$ cat src/rtl/teclado_escaner.sv
// teclado_escaner: FILAS x COLS matrix-keypad scanner. Drives one-hot column
// strobes, samples synchronised rows at the end of each column slot, classifies
// each full frame (none / single key / multiple keys), debounces frame results
// and tracks the accepted keypad state with a rollover-lockout FSM.
module teclado_escaner #(
    parameter int FILAS    = 4,
    parameter int COLS     = 4,
    parameter int SCAN_DIV = 1000,
    parameter int DEBOUNCE = 4,
    localparam int CODE_W  = $clog2(FILAS * COLS)
) (
    input  logic              clk,
    input  logic              rst,
    input  logic [FILAS-1:0]  fila,
    output logic [COLS-1:0]   col,
    output logic [CODE_W-1:0] codigo,
    output logic              tecla_valida,
    output logic              pulso,
    output logic              multiple
);

    localparam int SLOT_W = $clog2(SCAN_DIV);
    localparam int IDX_W  = $clog2(COLS);
    localparam int unsigned FILAS_U = FILAS;

    typedef enum logic [1:0] {RES_NONE, RES_SINGLE, RES_MULTI} res_t;
    typedef enum logic [1:0] {ST_IDLE, ST_PRESSED, ST_LOCK} state_t;

    logic [FILAS-1:0]  r_sync1, r_sync2;
    logic [SLOT_W-1:0] r_slot;
    logic [IDX_W-1:0]  r_col_idx;
    logic [1:0]        r_hits;
    logic [CODE_W-1:0] r_first_code;
    res_t              r_cand_kind;
    logic [CODE_W-1:0] r_cand_code;
    logic [7:0]        r_cnt;
    state_t            r_state, w_next;
    logic [CODE_W-1:0] r_codigo;
    logic              r_pulso;

    logic              w_slot_last, w_col_last, w_frame_end;
    logic [1:0]        w_pop;
    logic              w_found;
    int unsigned       w_row;
    logic [CODE_W-1:0] w_col_code;
    logic [2:0]        w_sum;
    logic [1:0]        w_hits_sum;
    logic [CODE_W-1:0] w_first;
    res_t              w_res_kind;
    logic [CODE_W-1:0] w_res_code;
    logic              w_same;
    logic [7:0]        w_cnt_next;
    logic              w_accept;
    logic              w_new_key;

    assign w_slot_last = (r_slot == SLOT_W'(SCAN_DIV - 1));
    assign w_col_last  = (r_col_idx == IDX_W'(COLS - 1));
    assign w_frame_end = w_slot_last && w_col_last;

    // Two-flop synchroniser for the asynchronous row inputs
    always_ff @(posedge clk) begin
        if (rst) begin
            r_sync1 <= '0;
            r_sync2 <= '0;
        end else begin
            r_sync1 <= fila;
            r_sync2 <= r_sync1;
        end
    end

    // Slot counter and column index; column advances when a slot wraps
    always_ff @(posedge clk) begin
        if (rst) begin
            r_slot    <= '0;
            r_col_idx <= '0;
        end else if (w_slot_last) begin
            r_slot    <= '0;
            r_col_idx <= w_col_last ? '0 : r_col_idx + 1'b1;
        end else begin
            r_slot <= r_slot + 1'b1;
        end
    end

    // One-hot column drive
    always_comb begin
        col = COLS'(1) << r_col_idx;
    end

    // Row sample of the current column merged with the frame accumulator;
    // the frame result already includes the last column being sampled now
    always_comb begin
        w_pop   = 2'd0;
        w_found = 1'b0;
        w_row   = 0;
        for (int unsigned i = 0; i < FILAS_U; i++) begin
            if (r_sync2[i]) begin
                if (w_pop != 2'd2) w_pop = w_pop + 2'd1;
                if (!w_found) begin
                    w_row   = i;
                    w_found = 1'b1;
                end
            end
        end
        w_col_code = CODE_W'(32'(r_col_idx) * FILAS_U + w_row);
        w_sum      = 3'(r_hits) + 3'(w_pop);
        w_hits_sum = (w_sum > 3'd2) ? 2'd2 : w_sum[1:0];
        w_first    = (r_hits == 2'd0) ? w_col_code : r_first_code;
        case (w_hits_sum)
            2'd0:    w_res_kind = RES_NONE;
            2'd1:    w_res_kind = RES_SINGLE;
            default: w_res_kind = RES_MULTI;
        endcase
        w_res_code = (w_res_kind == RES_SINGLE) ? w_first : '0;
    end

    // Per-frame hit accumulator, cleared at each frame end
    always_ff @(posedge clk) begin
        if (rst) begin
            r_hits       <= '0;
            r_first_code <= '0;
        end else if (w_slot_last) begin
            if (w_frame_end) begin
                r_hits       <= '0;
                r_first_code <= '0;
            end else begin
                r_hits       <= w_hits_sum;
                r_first_code <= w_first;
            end
        end
    end

    // Debounce: count consecutive identical frame results, saturating
    always_comb begin
        w_same     = (w_res_kind == r_cand_kind) && (w_res_code == r_cand_code);
        w_cnt_next = 8'd1;
        if (w_same) w_cnt_next = (r_cnt == 8'(DEBOUNCE)) ? r_cnt : r_cnt + 8'd1;
        w_accept   = w_frame_end && (w_cnt_next == 8'(DEBOUNCE));
    end

    // Candidate register and debounce counter, updated once per frame
    always_ff @(posedge clk) begin
        if (rst) begin
            r_cand_kind <= RES_NONE;
            r_cand_code <= '0;
            r_cnt       <= '0;
        end else if (w_frame_end) begin
            r_cand_kind <= w_res_kind;
            r_cand_code <= w_res_code;
            r_cnt       <= w_cnt_next;
        end
    end

    // FSM state register plus registered code and press strobe
    always_ff @(posedge clk) begin
        if (rst) begin
            r_state  <= ST_IDLE;
            r_codigo <= '0;
            r_pulso  <= 1'b0;
        end else begin
            r_state <= w_next;
            r_pulso <= w_new_key;
            if (w_new_key) r_codigo <= w_res_code;
        end
    end

    // FSM next state on accepted results; a held saturated key re-accepts harmlessly
    always_comb begin
        w_next    = r_state;
        w_new_key = 1'b0;
        if (w_accept) begin
            case (r_state)
                ST_IDLE: begin
                    if (w_res_kind == RES_SINGLE) begin
                        w_next    = ST_PRESSED;
                        w_new_key = 1'b1;
                    end else if (w_res_kind == RES_MULTI) begin
                        w_next = ST_LOCK;
                    end
                end
                ST_PRESSED: begin
                    if (w_res_kind == RES_NONE) begin
                        w_next = ST_IDLE;
                    end else if (w_res_kind == RES_MULTI) begin
                        w_next = ST_LOCK;
                    end else if (w_res_code != r_codigo) begin
                        w_new_key = 1'b1;
                    end
                end
                ST_LOCK: begin
                    if (w_res_kind == RES_NONE) w_next = ST_IDLE;
                end
                default: w_next = ST_IDLE;
            endcase
        end
    end

    // FSM outputs
    always_comb begin
        tecla_valida = (r_state == ST_PRESSED);
        multiple     = (r_state == ST_LOCK);
        codigo       = r_codigo;
        pulso        = r_pulso;
    end

endmodule

$ cat config.mk
export PLATFORM = sky130hd
export DESIGN_NAME = teclado_escaner
export DESIGN_NICKNAME = d
export VERILOG_FILES = /design/src/rtl/teclado_escaner.sv
export SDC_FILE = /design/constraint.sdc
export NUM_CORES = 1
export LEC_CHECK = 0
export BUFFER_PORTS_ARGS = -buffer_cell sky130_fd_sc_hd__buf_2
export CAP_MARGIN = 20
export CORE_MARGIN = 4
export CORE_UTILIZATION = 54
export CTS_CLUSTER_DIAMETER = 60
export DETAILED_ROUTE_END_ITERATION = 8
export GPL_TIMING_DRIVEN = 0
export MAX_ROUTING_LAYER = met4
export PLACE_DENSITY = 0.75
export SYNTH_ARGS = -nofsm -noshare
export SYNTH_HDL_FRONTEND = slang
export SYNTH_SLANG_ARGS = --single-unit
$ cat constraint.sdc
create_clock -name clk -period 3.3 [get_ports clk]
set_input_delay 0.66 -clock clk [delete_from_list [all_inputs] [get_ports clk]]
set_output_delay 0.66 -clock clk [all_outputs]
set_load 0.02 [all_outputs]
# == Word-level counts from Yosys, hierarchy flattened ==
# Cells that the tools add are included.
# classes
n_addsub,8
magnitude_cmp,1
n_eq_ne,16
shift,1
muxes,36
n_reduce_logical,9
# op_table
cell,count
two-way mux 2 bit,14
two-way mux 4 bit,6
equality test 8 x 3 -> 1 bit (second input constant),2
two-way mux 8 bit,2
two-way mux 1 bit,11
adder 10 x 1 -> 10 bit (second input constant),1
equality test 10 bit (second input constant),1
adder 2 x 1 -> 2 bit (second input constant),4
adder 8 x 1 -> 8 bit (second input constant),1
zero test 2 bit,4
equality test 2 x 1 -> 1 bit (second input constant),3
equality test 2 bit (second input constant),3
inequality test 2 bit (second input constant),3
one-hot mux 2 bit (3 select lines),1
adder 4 bit,1
equality test 4 bit,1
inequality test 4 bit,1
one-hot mux 2 bit (2 select lines),1
<< shifter 1 x 2 -> 4 bit (first input constant),1
adder 2 x 2 -> 3 bit,1
greater-than comparator 3 x 2 -> 1 bit (second input constant),1
logical AND 1 bit,3
equality test 2 bit,1
inequality test 2 x 1 -> 1 bit (second input constant),1
3 further kinds,3
# word_totals
regBits,47
in_bits,6
out_inout_bits,11
elab_cells,83

# == Depth between registers and ports, before layout ==
# logic_depth
word_depth,23
depth_mapped,17
depth_no_buf,17

# == Worst setup path before layout ==
# OpenSTA, ideal clock, no wires.
# synth_path
path_type,reg2reg
from,reg r_sync2[0]
to,"reg r_codigo[2], in the netlist codigo[2]"
setup_time_ns,0.123
t_arrival_ns,3.415
required_ns,3.177
path_slack_ns,-0.238
path_stages_with_launch,17
path_buffers,0
period_less_slack_ns,3.538
path_cell_list,dfxtp_1 inv_1 ha_1 mux2i_1 ha_1 inv_1 mux2i_1 ha_1 inv_1 fa_1 nand2_1 or3_1 a21oi_1 o221ai_1 a211oi_4 nand3_2 mux2_1
# synth_via
elab_chain_cells,23
# synth_lines
element,line_no,rtl
from (decl),29,"logic [FILAS-1:0] r_sync1, r_sync2;"
from (signal assigned),67,r_sync2 <= r_sync1;
two-way mux 1 bit,96,if (r_sync2[i]) begin
adder 2 x 1 -> 2 bit or inequality test 2 bit (tied branches),97,if (w_pop != 2'd2) w_pop = w_pop + 2'd1;
two-way mux 2 bit,97,
two-way mux 2 bit,96,
adder 2 x 1 -> 2 bit or inequality test 2 bit (tied branches),97,
two-way mux 2 bit,97,
two-way mux 2 bit,96,
adder 2 x 1 -> 2 bit or inequality test 2 bit (tied branches),97,
(+7 left out),n/a,
equality test 2 x 1 -> 1 bit,"113, 173",
two-way mux 4 bit,113,w_res_code = (w_res_kind == RES_SINGLE) ? w_first : '0;
inequality test 4 bit or equality test 4 bit (tied branches),"185, 134",
two-way mux 1 bit or logical AND 1 bit (tied branches),"185, 134",
two-way mux 1 bit or two-way mux 8 bit (tied branches),"183, 136",
two-way mux 1 bit or equality test 8 x 3 -> 1 bit (tied branches),"181, 137",
one-hot mux 1 bit (2 select lines) or logical AND 1 bit (tied branches),"171, 137",
two-way mux 1 bit,170,if (w_accept) begin
to (signal assigned),162,if (w_new_key) r_codigo <= w_res_code;
to (decl),38,logic [CODE_W-1:0] r_codigo;
# Several ways; a longest one is shown, not always the timed one.
# A chain may end at the register's enable or synchronous reset.

# == Worst setup path after layout ==
# Same ends and word-level chain as after synthesis.

==> run metrics <==
final worst slack=-0.267 ns; Overflow after GRT=0; Num Clock Sinks=47; LEAKAGE=0.00123 uW; final core utilization=69.0%; Avg WL per Cell=14.4 microns; Via Count=2,451; Post-synth EDFFs=0; Ant. Diodes=0; startpoint types=register; slew margin rel.=56.7%; Worst Path Required=3.49 ns; DPL Wire Length=4030 microns; synth warn=0; Final Hold Viols=0; Die W=78.7 microns; Cell Area, Synth=2700 sq um; Cell Pwr Density=374 nW/um^2; sequential cell area=943 sq um; clock slew seen by the registers of the worst setup and hold paths=0.08 ns; total wire length=6190 microns; largest net degree at the start of global routing=15; Gate Count Post-Synth=322; Sequential Power Share=47.0%; Crit Reg-Reg Endpoint=codigo[2]$_SDFFE_PP0P_; Die H=78.7 microns; Seq cells post-synth=47; CP arrival=3.76 ns; via/cell ratio=5.69; die area=6200 sq um; initial antenna violation count=0; Seq/Total Area, Yosys=34.8%; max_cap viols=0; distinct cell type count after synthesis=57; unrepaired setup endpoints after global routing=yes; crit share post-route=108%; global-route wire length before repair=10,200 microns; placer congestion estimate=0.877; core region area=4790 sq um; clock buffer count from CTS=5; worst hold path endpoint=r_sync2[1]$_SDFF_PP0_; FILL cells=386; Worst VDD drop=0.000241 V; share of layout cells above drive strength 1=24.2%; Post-DRT Antenna Nets=0; WP buf/inv=3; Layout area overhead=22.1%; Net Sw Frac=22.7%; vias in the first global route=2,269; reg-to-reg slack, setup=-0.27 ns; CP delay by family, top=adder cells; Setup-failing EPs final=15; CTS tree=yes; reg2reg path depth=16; CP most frequent cell=ha_2; Clock power frac=40.6%; Synth Area per Inst=8.39 sq um; initial core utilization=56.5%; Slowest-stage cell, CP=fa_2; Tightest Pin Transition=0.640 ns; DR pass1 iterations=4; PortBufs=15; Min-Delay Startpoint=r_sync1[1]$_SDFF_PP0_; crit-path cells=inv_4 > ha_4 > mux2i_4 > ha_2 > inv_1 > mux2i_1 > ha_2 > inv_2 > fa_2 > nand2_2 > or3_4 > a21oi_4 > o221ai_4 > a211oi_4 > nand3_2 > mux2_4; Synth Flop Type=dfxtp_1; endpoint type of the worst setup path=register; worst min path class=register to register; nets=383; Final Slew Violations=0; num rows=25; ys async rst share=0%; Skew-Pair Late Insertion Delay=0.31 ns; outcome=complete, but fails checks; hold_ws=0.445 ns; internal power=955 uW; DRC Markers=0; Max FO, Critical Path=3; DR iter-0 viols=160; failing checks=setup timing; Tmin final=3.57 ns; Crit Path Class=register to register; Logic pwr share=12.4%; area of the multi-input gates=1790 sq um; clock root cell=clkbuf_8; htree depth=2; reg2reg start=r_sync2[0]$_SDFF_PP0_; io pins=17; Clock Skew=0.00915 ns; largest stage delay on the critical path=0.56 ns; Clock Path Buffers=2; hold depth=1; Syn Nets=342; fmax=280 MHz; P_sw=280 uW; total track usage=21.1%
## power groups by stage
stage               clock (uW)  sequential [uW]  combinational (uW)
global route               532              582                 166
global placement             0              592                86.3
finish                     501              581                 154
CTS                        507              580                 117
floorplan                    0              592                66.0
detailed placement           0              593                87.1
## routing by layer
metal  routed length, microns  vias to the layer above  track usage, %
li1                         -                     1225               -
met1                     2820                     1156            25.5
met2                     3000                       56            35.5
met3                      238                       14            4.54
met4                      125                        0            5.94
met5                        0                        -               -
## cell usage after synthesis (all sizes together) (5+ instances only)
cell type  instances  area (sq um)
a21oi             28           144
nor3              13          81.3
inv               11          41.3
dfxtp             47           941
nand2             20          75.1
nor2              37           139
xnor2              9          78.8
mux2i              6          60.1
clkbuf            10          37.5
xor2               6          52.6
nand2b             5          31.3
nor4               5          31.3
nor3b              5          42.5
o21ai             17          85.1
buf                6          48.8
and3               7          43.8
nor2b             13          81.3
nand4              5          31.3
ha                13           163
nand3             17          95.1
## layout make-up
class	instances	area share [%]
multi-input combinational	248	54.2
sequential	47	28.6
timing repair buffer	34	6.71
buffer	16	2.62
tap	67	2.54
clock buffer	6	2.20
clock inverter	2	1.82
inverter	11	1.33
## how the worst max path moves through the flow
stage	start	endpoint	cells past startpoint
3_3_place_gp	r_sync2[0]$_SDFF_PP0_	codigo[3]$_SDFFE_PP0P_	15
4_1_cts	r_sync2[0]$_SDFF_PP0_	codigo[2]$_SDFFE_PP0P_	16
6_report	r_sync2[0]$_SDFF_PP0_	codigo[2]$_SDFFE_PP0P_	16
3_5_place_dp	r_sync2[0]$_SDFF_PP0_	codigo[2]$_SDFFE_PP0P_	15
5_1_grt	r_sync2[0]$_SDFF_PP0_	codigo[3]$_SDFFE_PP0P_	16
2_1_floorplan	r_sync2[0]$_SDFF_PP0_	codigo[2]$_SDFFE_PP0P_	16
## logic make-up (layout without fill, tap and decap cells)
logic type      Yosys count  in the layout  share of synthesized area (%)
compound gates           67             67                           16.5
simple gates            144            144                           29.3
fa+ha+maj                14             14                           6.76
mux                       8              8                           3.06
flops                    47             47                           34.8
buf+inv                  27             69                           4.72
xor+xnor                 15             15                           4.86
## cell usage in the layout, fill, tap and decap left out, types with 3 or more instances in the layout
cell type,n
nor3b_1,3
o21ai_0,12
nand2_1,19
buf_2,18
nor3_1,11
xor2_1,6
clkbuf_8,5
nand3_1,15
and3_1,6
mux2i_1,5
nand2b_1,5
nor4b_1,3
nor2_1,36
buf_4,18
inv_1,8
nor2b_1,13
a21oi_2,3
clkbuf_1,11
buf_6,4
nor4_1,5
a21oi_1,23
nand4_1,5
ha_2,3
a31oi_1,3
dfxtp_1,45
xnor2_1,9
o21ai_1,3
ha_1,9
## state kept, by name (all words and copies together) (netlist names)
| signal | flops |
|---|---|
| r_slot | 10 |
| r_cnt | 8 |
| codigo | 4 |
| r_cand_code | 4 |
| r_first_code | 4 |
| r_sync1 | 4 |
| r_sync2 | 4 |
| r_cand_kind | 2 |
| r_col_idx | 2 |
| r_hits | 2 |
| r_state | 2 |
| pulso | 1 |
## stage by stage
stage / worst slack, ns / setup TNS, ns / power [uW] / instance area (sq um) / std cells
after detailed placement: -0.584 / -4.89 / 680 / 2870 / 404
after floorplan: -0.138 / -0.276 / 658 / 2720 / 322
after global routing: -0.402 / -4.48 / 1280 / 3300 / 431
final: -0.267 / -2.08 / 1240 / 3300 / 431
after CTS: -0.332 / -2.72 / 1200 / 3160 / 420
after global placement: -0.490 / -3.34 / 679 / 2870 / 404
## repair_timing
action                                  in CTS  in global routing
endpoints found under the setup margin      15                 15
resized for setup                           25                 12
pin swaps                                   11                 11
setup buffers                                8                 11
endpoints found under the hold margin        0                  0
hold buffers                                 0                  0
Note: power is estimated with default switching activity, not from simulation.
